<file path="src/rtl/m_unit_param.sv">
// RV32M/RV64M co-processor on the PCPI port: a pipelined multiplier, a radix-2^DIV_BITS
// restoring divider with fast paths, and a one-entry quotient/remainder cache.
module m_unit_param #(
  parameter int XLEN         = 32,
  parameter int DIV_BITS     = 1,
  parameter int MUL_STAGES   = 1,
  parameter int EN_DIV_CACHE = 1
) (
  input  logic            clk,
  input  logic            resetn,
  input  logic            pcpi_valid,
  input  logic [31:0]     pcpi_insn,
  input  logic [XLEN-1:0] pcpi_rs1,
  input  logic [XLEN-1:0] pcpi_rs2,
  input  logic            pcpi_abort,
  output logic            pcpi_busy,
  output logic            pcpi_ready,
  output logic            pcpi_wr,
  output logic [XLEN-1:0] pcpi_rd
);

  localparam int N  = XLEN / DIV_BITS;
  localparam int CW = 8;
  localparam logic [XLEN-1:0] MIN_INT = {1'b1, {(XLEN-1){1'b0}}};

  typedef enum logic [1:0] {S_IDLE, S_MUL, S_DIV, S_DONE} state_t;

  state_t r_state, w_state_nxt;

  logic [2:0]      r_f3;
  logic [XLEN-1:0] r_rs1, r_rs2, r_dvs, r_quo, r_rem;
  logic            r_a_sgn, r_b_sgn, r_neg_q, r_neg_r;
  logic [CW-1:0]   r_cnt;

  logic            r_c_valid, r_c_sgn;
  logic [XLEN-1:0] r_c_rs1, r_c_rs2, r_c_quo, r_c_rem;

  // ---------------- decode and fast-path detection (cycle T) ----------------
  logic            w_match, w_accept, w_div_sgn, w_a_sgn, w_b_sgn, w_a_neg, w_b_neg;
  logic            w_b_zero, w_ovf, w_small, w_hit, w_fast;
  logic [2:0]      w_f3;
  logic [XLEN-1:0] w_a_mag, w_b_mag;
  logic            w_insn_unused;

  assign w_match   = (pcpi_insn[6:0] == 7'b0110011) && (pcpi_insn[31:25] == 7'b0000001);
  assign w_accept  = (r_state == S_IDLE) && pcpi_valid && w_match && !pcpi_abort;
  assign w_f3      = pcpi_insn[14:12];
  assign w_div_sgn = w_f3[2] & ~w_f3[0];
  assign w_a_sgn   = w_f3[2] ? ~w_f3[0] : (w_f3 == 3'b001 || w_f3 == 3'b010);
  assign w_b_sgn   = w_f3[2] ? ~w_f3[0] : (w_f3 == 3'b001);
  assign w_a_neg   = w_a_sgn & pcpi_rs1[XLEN-1];
  assign w_b_neg   = w_b_sgn & pcpi_rs2[XLEN-1];
  assign w_a_mag   = w_a_neg ? -pcpi_rs1 : pcpi_rs1;
  assign w_b_mag   = w_b_neg ? -pcpi_rs2 : pcpi_rs2;
  assign w_b_zero  = (pcpi_rs2 == '0);
  assign w_ovf     = w_div_sgn && (pcpi_rs1 == MIN_INT) && (pcpi_rs2 == '1);
  assign w_small   = (w_a_mag < w_b_mag);
  assign w_hit     = (EN_DIV_CACHE != 0) && r_c_valid && (r_c_sgn == w_div_sgn) &&
                     (r_c_rs1 == pcpi_rs1) && (r_c_rs2 == pcpi_rs2);
  assign w_fast    = w_b_zero || w_ovf || w_small || w_hit;
  assign w_insn_unused = ^{pcpi_insn[24:15], pcpi_insn[11:7]};

  // ---------------- FSM ----------------
  // NOTE: sequential state uses non-blocking assignments so every register samples pre-edge values.
  always_ff @(posedge clk or posedge resetn) begin
    if (resetn) r_state <= S_IDLE;
    else        r_state <= w_state_nxt;
  end

  // NOTE: every combinational output gets a default first so no latch can be inferred.
  always_comb begin
    w_state_nxt = r_state;
    case (r_state)
      S_IDLE: if (w_accept) begin
        if (!w_f3[2])    w_state_nxt = S_MUL;
        else if (w_fast) w_state_nxt = S_DONE;
        else             w_state_nxt = S_DIV;
      end
      S_MUL, S_DIV: begin
        if (pcpi_abort)        w_state_nxt = S_IDLE;
        else if (r_cnt == '0)  w_state_nxt = S_DONE;
      end
      S_DONE:  w_state_nxt = S_IDLE;
      default: w_state_nxt = S_IDLE;
    endcase
  end

  // ---------------- multiplier ----------------
  logic signed [XLEN:0]     w_mul_a, w_mul_b;
  logic signed [2*XLEN+1:0] w_prod;
  logic [2*XLEN-1:0]        r_mul_pipe [MUL_STAGES+1];
  logic                     w_prod_unused;

  assign w_mul_a       = {r_a_sgn & r_rs1[XLEN-1], r_rs1};
  assign w_mul_b       = {r_b_sgn & r_rs2[XLEN-1], r_rs2};
  assign w_prod        = w_mul_a * w_mul_b;
  assign w_prod_unused = ^w_prod[2*XLEN+1:2*XLEN];

  // NOTE: the product pipeline is an ordinary register chain, so it is reset like any other state.
  always_ff @(posedge clk or posedge resetn) begin
    if (resetn) begin
      for (int k = 0; k <= MUL_STAGES; k++) r_mul_pipe[k] <= '0;
    end else begin
      r_mul_pipe[0] <= w_prod[2*XLEN-1:0];
      for (int k = 1; k <= MUL_STAGES; k++) r_mul_pipe[k] <= r_mul_pipe[k-1];
    end
  end

  // ---------------- divider step: DIV_BITS restoring iterations per cycle ----------------
  logic [XLEN-1:0] w_quo_nxt, w_rem_nxt, w_quo_fix, w_rem_fix;
  logic [XLEN:0]   w_trial;

  always_comb begin
    w_quo_nxt = r_quo;
    w_rem_nxt = r_rem;
    w_trial   = '0;
    for (int i = 0; i < DIV_BITS; i++) begin
      w_trial   = {w_rem_nxt, w_quo_nxt[XLEN-1]};
      w_quo_nxt = {w_quo_nxt[XLEN-2:0], 1'b0};
      if (w_trial >= {1'b0, r_dvs}) begin
        w_trial      = w_trial - {1'b0, r_dvs};
        w_quo_nxt[0] = 1'b1;
      end
      w_rem_nxt = w_trial[XLEN-1:0];
    end
  end

  assign w_quo_fix = r_neg_q ? -r_quo : r_quo;
  assign w_rem_fix = r_neg_r ? -r_rem : r_rem;

  // ---------------- operand latch and divider datapath ----------------
  always_ff @(posedge clk or posedge resetn) begin
    if (resetn) begin
      r_f3 <= '0; r_rs1 <= '0; r_rs2 <= '0; r_dvs <= '0; r_quo <= '0; r_rem <= '0;
      r_a_sgn <= 1'b0; r_b_sgn <= 1'b0; r_neg_q <= 1'b0; r_neg_r <= 1'b0; r_cnt <= '0;
    end else if (w_accept) begin
      r_f3    <= w_f3;
      r_rs1   <= pcpi_rs1;
      r_rs2   <= pcpi_rs2;
      r_a_sgn <= w_a_sgn;
      r_b_sgn <= w_b_sgn;
      r_dvs   <= w_b_mag;
      r_cnt   <= w_f3[2] ? CW'(N-1) : CW'(MUL_STAGES);
      r_neg_q <= 1'b0;
      r_neg_r <= 1'b0;
      // Fast paths load final, already sign-fixed values so DONE needs no correction.
      if (w_b_zero) begin
        r_quo <= '1;       r_rem <= pcpi_rs1;
      end else if (w_ovf) begin
        r_quo <= MIN_INT;  r_rem <= '0;
      end else if (w_hit) begin
        r_quo <= r_c_quo;  r_rem <= r_c_rem;
      end else if (w_small) begin
        r_quo <= '0;       r_rem <= pcpi_rs1;
      end else begin
        r_quo   <= w_a_mag;
        r_rem   <= '0;
        r_neg_q <= w_a_neg ^ w_b_neg;
        r_neg_r <= w_a_neg;
      end
    end else begin
      if (r_state == S_DIV) begin
        r_quo <= w_quo_nxt;
        r_rem <= w_rem_nxt;
      end
      if ((r_state == S_DIV || r_state == S_MUL) && r_cnt != '0) r_cnt <= r_cnt - 1'b1;
    end
  end

  // ---------------- division cache ----------------
  always_ff @(posedge clk or posedge resetn) begin
    if (resetn) begin
      r_c_valid <= 1'b0; r_c_sgn <= 1'b0;
      r_c_rs1 <= '0; r_c_rs2 <= '0; r_c_quo <= '0; r_c_rem <= '0;
    end else if (r_state == S_DONE && r_f3[2]) begin
      r_c_valid <= 1'b1;
      r_c_sgn   <= ~r_f3[0];
      r_c_rs1   <= r_rs1;
      r_c_rs2   <= r_rs2;
      r_c_quo   <= w_quo_fix;
      r_c_rem   <= w_rem_fix;
    end else if (r_state == S_DIV && pcpi_abort) begin
      r_c_valid <= 1'b0;
    end
  end

  // ---------------- outputs ----------------
  logic [XLEN-1:0] w_result;

  always_comb begin
    w_result   = '0;
    pcpi_busy  = (r_state == S_MUL) || (r_state == S_DIV);
    pcpi_ready = (r_state == S_DONE);
    pcpi_wr    = (r_state == S_DONE);
    case (r_f3)
      3'b000:                 w_result = r_mul_pipe[MUL_STAGES][XLEN-1:0];
      3'b001, 3'b010, 3'b011: w_result = r_mul_pipe[MUL_STAGES][2*XLEN-1:XLEN];
      3'b100, 3'b101:         w_result = w_quo_fix;
      default:                w_result = w_rem_fix;
    endcase
    pcpi_rd = pcpi_ready ? w_result : '0;
  end

endmodule
</file>
<file path="config.mk">
export PLATFORM = sky130hd
export DESIGN_NAME = m_unit_param
export DESIGN_NICKNAME = d
export VERILOG_FILES = /design/src/rtl/m_unit_param.sv
export SDC_FILE = /design/constraint.sdc
export NUM_CORES = 2
export LEC_CHECK = 0
export BUFFER_PORTS_ARGS = -buffer_cell sky130_fd_sc_hd__buf_2
export CORE_MARGIN = 4
export CORE_UTILIZATION = 67
export CTS_CLUSTER_DIAMETER = 40
export DETAILED_ROUTE_END_ITERATION = 10
export GPL_ROUTABILITY_DRIVEN = 0
export HOLD_SLACK_MARGIN = 0.12
export PLACE_DENSITY = 0.9
export SYNTH_ARGS = -nofsm -noshare
export SYNTH_HDL_FRONTEND = slang
export SYNTH_SLANG_ARGS = --single-unit
</file>
<file path="constraint.sdc">
create_clock -name clk -period 36.4 [get_ports clk]
set_input_delay 7.28 -clock clk [delete_from_list [all_inputs] [get_ports clk]]
set_output_delay 7.28 -clock clk [all_outputs]
set_load 0.05 [all_outputs]
</file>
======== After elaboration in Yosys (flattened, before gate mapping) ========
Cells that the tools add are included.
storage, ports and cells
  register bits after elaboration ......... 435
  latch bits .............................. 0
  bits in writable memories ............... 0
  ROM bits ................................ 0
  bits of input ports ..................... 100
  output and inout bits ................... 35
  memories kept ........................... 0
cells by class
  $add $sub $neg .......................... 6
  $mul .................................... 1
  divide/modulo/power cells ............... 0
  $lt $le $gt $ge ......................... 2
  equality and inequality tests ........... 19
  shifts and indexed selects .............. 0
  mux-type cells .......................... 41
  bitwise logic cells ..................... 8
  reduce and logical (&&, ||, !) cells .... 30
operators with widths
  operator                count
  $mux W32                18
  $neg A32 Y32            4
  $pmux W32 S3            1
  $eq A32 B32 Y1          2
  $eq A32 B32 Y1 const B  2
  $mul A33 B33 Y64        1
  $ge A33 B32 Y1          1
  $logic_not A32 Y1       1
  $lt A32 B32 Y1          1
  $sub A32 B32 Y32        1
  $mux W8                 2
  $mux W1                 14
  $logic_and A1 B1 Y1     12
  $eq A3 B2 Y1 const B    3
  $logic_not A8 Y1        1
  $mux W2                 4
  $reduce_bool A8 Y1      1
  $sub A8 B1 Y8 const B   1
  $eq A7 B1 Y1 const B    1
  $eq A7 B6 Y1 const B    1
  $eq A3 B1 Y1 const B    2
  $eq A3 B3 Y1 const B    2
  $pmux W2 S3             1
  $reduce_bool A2 Y1      3
  16 further kinds        27

======== Longest topological paths before layout ========
  depth after elaboration ................. 12
  depth in mapped cells ................... 32
  gate-level depth less buffers ........... 29

======== Least setup slack after synthesis ========
No wires, ideal clock.
  path type ............................... input to register
  start ................................... input port pcpi_rs1[12]
  end ..................................... register r_rem[24]
  setup time .............................. 0.083 ns
  data arrival time ....................... 11.835 ns
  path slack .............................. 24.482 ns
  stages on the path ...................... 21
  buffers on the path ..................... 4
  cell sequence ........................... clkbuf_1 > or4_1 > or4_1 > nor4_2 > nand3_1 > or2_2 > a21boi_0 > ha_1 > nand4_1 > nor2_1 > a221oi_1 > o221ai_1 > a31oi_1 > o31a_1 > clkbuf_1 > clkbuf_1 > buf_1 > nand2_1 > o21ai_0 > a21oi_1 > o21ai_0
between the ends
  cells in the longest elaborated chain, start to end .. 8
  elaborated cells between the ends (all ways) .. 14
  classes of those cells .................. add/sub (1); order compare (1); eq/ne (2); mux (6); reduce/logical (4)
RTL lines
  element               line  source
  start, declared       13    input logic [XLEN-1:0] pcpi_rs1,
  $neg A32 Y32          53    assign w_a_mag = w_a_neg ? -pcpi_rs1 : pcpi_rs1;
  $mux W32              53
  $lt A32 B32 Y1        57    assign w_small = (w_a_mag < w_b_mag);
  $mux W32              153   end else if (w_small) begin
  $mux W32              151   end else if (w_hit) begin
  $mux W32 (*)          149   end else if (w_ovf) begin
  $mux W32 (*)          147   if (w_b_zero) begin
  $mux W32 (*)          136   end else if (w_accept) begin
  end signal, assigned  152   r_quo <= r_c_quo; r_rem <= r_c_rem;
  end signal, assigned  164   r_rem <= w_rem_nxt;
  end, declared         31    logic [XLEN-1:0] r_rs1, r_rs2, r_dvs, r_quo, r_rem;
Mark *: on every way between the ends. The rest lies on a longest branch, timed or not.
A chain may end at the register's enable or synchronous reset.

======== Worst setup path in the final report ========
  start ................................... input port pcpi_rs1[12]
  end ..................................... register r_quo[6]
between the ends
  cells in the longest elaborated chain, start to end .. 8
  elaborated cells between the ends (all ways) .. 14
  classes of those cells .................. add/sub (1); order compare (1); eq/ne (2); mux (6); reduce/logical (4)
RTL lines
  element               line  source
  $neg A32 Y32          53
  $mux W32              53
  $lt A32 B32 Y1        57
  $mux W32              153
  $mux W32              151
  $mux W32 (*)          149
  $mux W32 (*)          147
  $mux W32 (*)          136
  end signal, assigned  152
  end signal, assigned  156   r_quo <= w_a_mag;
  end signal, assigned  163   r_quo <= w_quo_nxt;
  end, declared         31
Marked as above.

==> impl_metrics.json <==
{
  "syn_to_final_growth_pct": 5.10,
  "worst_slack_ps": 23380,
  "hold_buffers": 0,
  "global_route.overflow_total": 0,
  "dr_total_vias": 50700,
  "power_per_cell_area_nw_per_um2": 29.2,
  "placement.setup.worst_slack_ps": 23200,
  "layout.cells.most_common": "sky130_fd_sc_hd__inv_1",
  "end_kind": "register",
  "cp_slowest_stage_delay_ps": 660,
  "routed_wire_length_um": 190000,
  "cellLeakagePower_nw": 31.3,
  "grt_antenna_before_repair": 22,
  "die_h_um": 310,
  "clk_pin_slew_worst_paths_ps": 60,
  "clock_sink_count": 434,
  "syn_nets": 8170,
  "cts-root-buf": "sky130_fd_sc_hd__clkbuf_16",
  "pin_count": 135,
  "grt_first_pass_wirelength_um": 297000,
  "timing.critical_path.slowest_stage_cell": "sky130_fd_sc_hd__o31a_1",
  "clock-skew-final_ps": 35.1,
  "post_synth_edffs": 0,
  "critical_path_arrival_ps": 13530,
  "achievable-frequency_ghz": 0.0768,
  "hold_ws_ps": 340,
  "tritoncts.num_buffers": 54,
  "die_area_um2": 95800,
  "timing.critical_path.required_ps": 36910,
  "design.core.area_um2": 90100,
  "layout-drive-gt1-share": 0.0648,
  "max_slew.worst_pin.slew_ps": 1490,
  "route.detailed.vias_per_inst": 6.55,
  "setup_total_negative_slack_ps": 0,
  "asyncSetResetFlopFracSynth": 1.00,
  "detail_route.drc_violations": 56,
  "worst_setup_path_start_kind": "input port",
  "final_max_slew_viol_count": 0,
  "cts_resized": 0,
  "synth-seq-cells": 434,
  "path_max_fanout": 37,
  "h-tree-depth": 2,
  "finalHoldViolCount": 0,
  "timing.final.crit_period_ps": 13020,
  "dpl.hpwl_um": 137000,
  "clkLatencyLatePin_ps": 660,
  "syn-mean-instance-area_um2": 9.15,
  "yosysUniqueCellTypes": 73,
  "critPathBufInv": 2,
  "dr.first_iter.drc_count": 7572,
  "setup_violations": 0,
  "post-cts-setup-buffer-count": 0,
  "max_slew_headroom": 0.000352,
  "ys_dominant_reg_cell": "sky130_fd_sc_hd__dfrtp_1",
  "layout_common_cells": "1188 x sky130_fd_sc_hd__inv_1, 1126 x sky130_fd_sc_hd__fa_1, 1118 x sky130_fd_sc_hd__nand2_1, 429 x sky130_fd_sc_hd__dfrtp_1, 389 x sky130_fd_sc_hd__and2_1",
  "max_cap_violations": 1,
  "dieWidth_um": 310,
  "drt.antenna.violating_nets": 0,
  "cp_top_family": "simple AND/OR/NAND/NOR gates",
  "layout.nets": 8005,
  "drt_pass1_iterations": 11,
  "io_buffer_count": 119,
  "postSynthCellCount": 6658,
  "violations": "design-rule violations, max-capacitance violations",
  "crit_chain": "buf_2, or4_1, or4_1, nor4_2, nand3_1, or2_2, a21boi_0, ha_1, nand4_1, nor2_1, a221oi_1, o221ai_1, a31oi_1, o31a_1, buf_4, nand2b_1, o21ai_0, a21boi_0, o21ai_0",
  "largest_net_degree_at_the_start_of_global_routing": 174,
  "post_synth_instance_area_um2": 60900,
  "ir_worst_vdd_mv": 0.0425,
  "worstSetupPathType": "in2reg",
  "min_delay_worst_type": "reg2reg",
  "tritoncts": "built",
  "initial_core_util": 0.676,
  "wl_per_cell_um": 24.6,
  "cts_buffer_depth": 3,
  "grt_pass1_vias": 54700,
  "final.period_utilization": 0.358,
  "rsz0062_at_grt": "false",
  "synthesis.yosys.warnings": 0,
  "row_count": 110,
  "outcome": "finished with violations",
  "ys_seq_area_frac": 0.178,
  "globalRouteTotalUtil": 0.406
}
[Yosys cell counts, types with 32 or more instances]
library cell | instances | area (um^2)
sky130_fd_sc_hd__a21o_1 | 68 | 510
sky130_fd_sc_hd__a21oi_1 | 223 | 1120
sky130_fd_sc_hd__a221oi_1 | 35 | 307
sky130_fd_sc_hd__and2_1 | 389 | 2430
sky130_fd_sc_hd__clkbuf_1 | 414 | 1550
sky130_fd_sc_hd__dfrtp_1 | 434 | 10900
sky130_fd_sc_hd__fa_1 | 1126 | 22500
sky130_fd_sc_hd__ha_1 | 286 | 3580
sky130_fd_sc_hd__inv_1 | 1189 | 4460
sky130_fd_sc_hd__mux2_2 | 70 | 788
sky130_fd_sc_hd__nand2_1 | 1119 | 4200
sky130_fd_sc_hd__nand2b_1 | 41 | 257
sky130_fd_sc_hd__nand3_1 | 32 | 160
sky130_fd_sc_hd__nand4_1 | 38 | 238
sky130_fd_sc_hd__nor2_1 | 151 | 567
sky130_fd_sc_hd__o21ai_0 | 312 | 1560
sky130_fd_sc_hd__xnor2_1 | 152 | 1330
sky130_fd_sc_hd__xor2_1 | 118 | 1030
[metrics by stage]
step	area, um^2	utilization	instances	total power [mW]
4_1_cts	64000	0.709	7714	1.81
6_report	64000	0.710	7736	1.87
5_1_grt	64000	0.710	7721	1.92
2_1_floorplan	60900	-	6658	1.07
3_5_place_dp	62100	0.689	7612	1.26
3_3_place_gp	62100	0.689	7612	1.23
[sequential cells by signal, indices dropped and copies added, names as in the netlist]
| name | count |
|---|---|
| r_rem | 32 |
| r_cnt | 8 |
| r_c_quo | 32 |
| r_neg_r | 1 |
| r_rs1 | 32 |
| r_a_sgn | 1 |
| r_c_rs1 | 32 |
| r_f3 | 3 |
| r_c_valid | 1 |
| r_quo | 32 |
| r_dvs | 31 |
| r_c_rem | 32 |
| r_c_sgn | 1 |
| r_mul_pipe | 128 |
| r_state | 2 |
| r_b_sgn | 1 |
| r_rs2 | 32 |
| r_neg_q | 1 |
| r_c_rs2 | 32 |
[report_power, final]
group	switching [mW]	internal, mW	total [mW]
combinational	0.465	0.238	0.702
sequential	0.0715	0.538	0.610
clock	0.238	0.321	0.559
total	0.774	1.10	1.87
[kinds of logic (layout without fill, tap and decap cells)]
logic type / count (synthesis) / in the layout / synth area share
simple gates: 1944 / 1944 / 0.148
buf+inv: 1620 / 1501 / 0.100
fa+ha+maj: 1412 / 1412 / 0.429
compound gates: 879 / 879 / 0.0885
flops: 434 / 434 / 0.178
xor+xnor: 270 / 270 / 0.0388
mux: 99 / 99 / 0.0177
other cells: 0 / 21 / 0
[routing by layer]
layer / track usage / part of all wire / vias to the layer above
met4: 0.307 / 0.099 / 12
met2: 0.613 / 0.44 / 4304
met5: 0.0193 / 0.0017 / -
met1: 0.461 / 0.31 / 24700
met3: 0.170 / 0.15 / 1584
li1: - / - / 20100
[final cells by class]
cell class / count / area (um^2)
Antenna cell: 21 / 52.6
Clock buffer: 65 / 1460
Clock inverter: 37 / 395
Fill cell: 5700 / 26100
Inverter: 1191 / 4480
Multi-Input combinational cell: 4604 / 44000
Sequential cell: 434 / 10900
Tap cell: 1176 / 1470
Timing Repair Buffer: 208 / 1280
[path summary, 6_finish.rpt]
path                       slack, ps  cells after the start                         to                 startpoint
max reg2reg                    26600                     29  r_mul_pipe[126]$_DFF_PP0_      r_rs1[31]$_DFFE_PP0P_
min                              340                      0   r_mul_pipe[59]$_DFF_PP0_  r_mul_pipe[123]$_DFF_PP0_
max                            23380                     19       r_quo[6]$_DFFE_PP0P_               pcpi_rs1[12]
max in group asynchronous      27190                      4       r_rs2[6]$_DFFE_PP0P_                     resetn
min in group asynchronous       6800                      2      r_rem[28]$_DFFE_PP0P_                     resetn
min reg2reg                      340                      0   r_mul_pipe[59]$_DFF_PP0_  r_mul_pipe[123]$_DFF_PP0_
(Power assumes the default switching activity.)
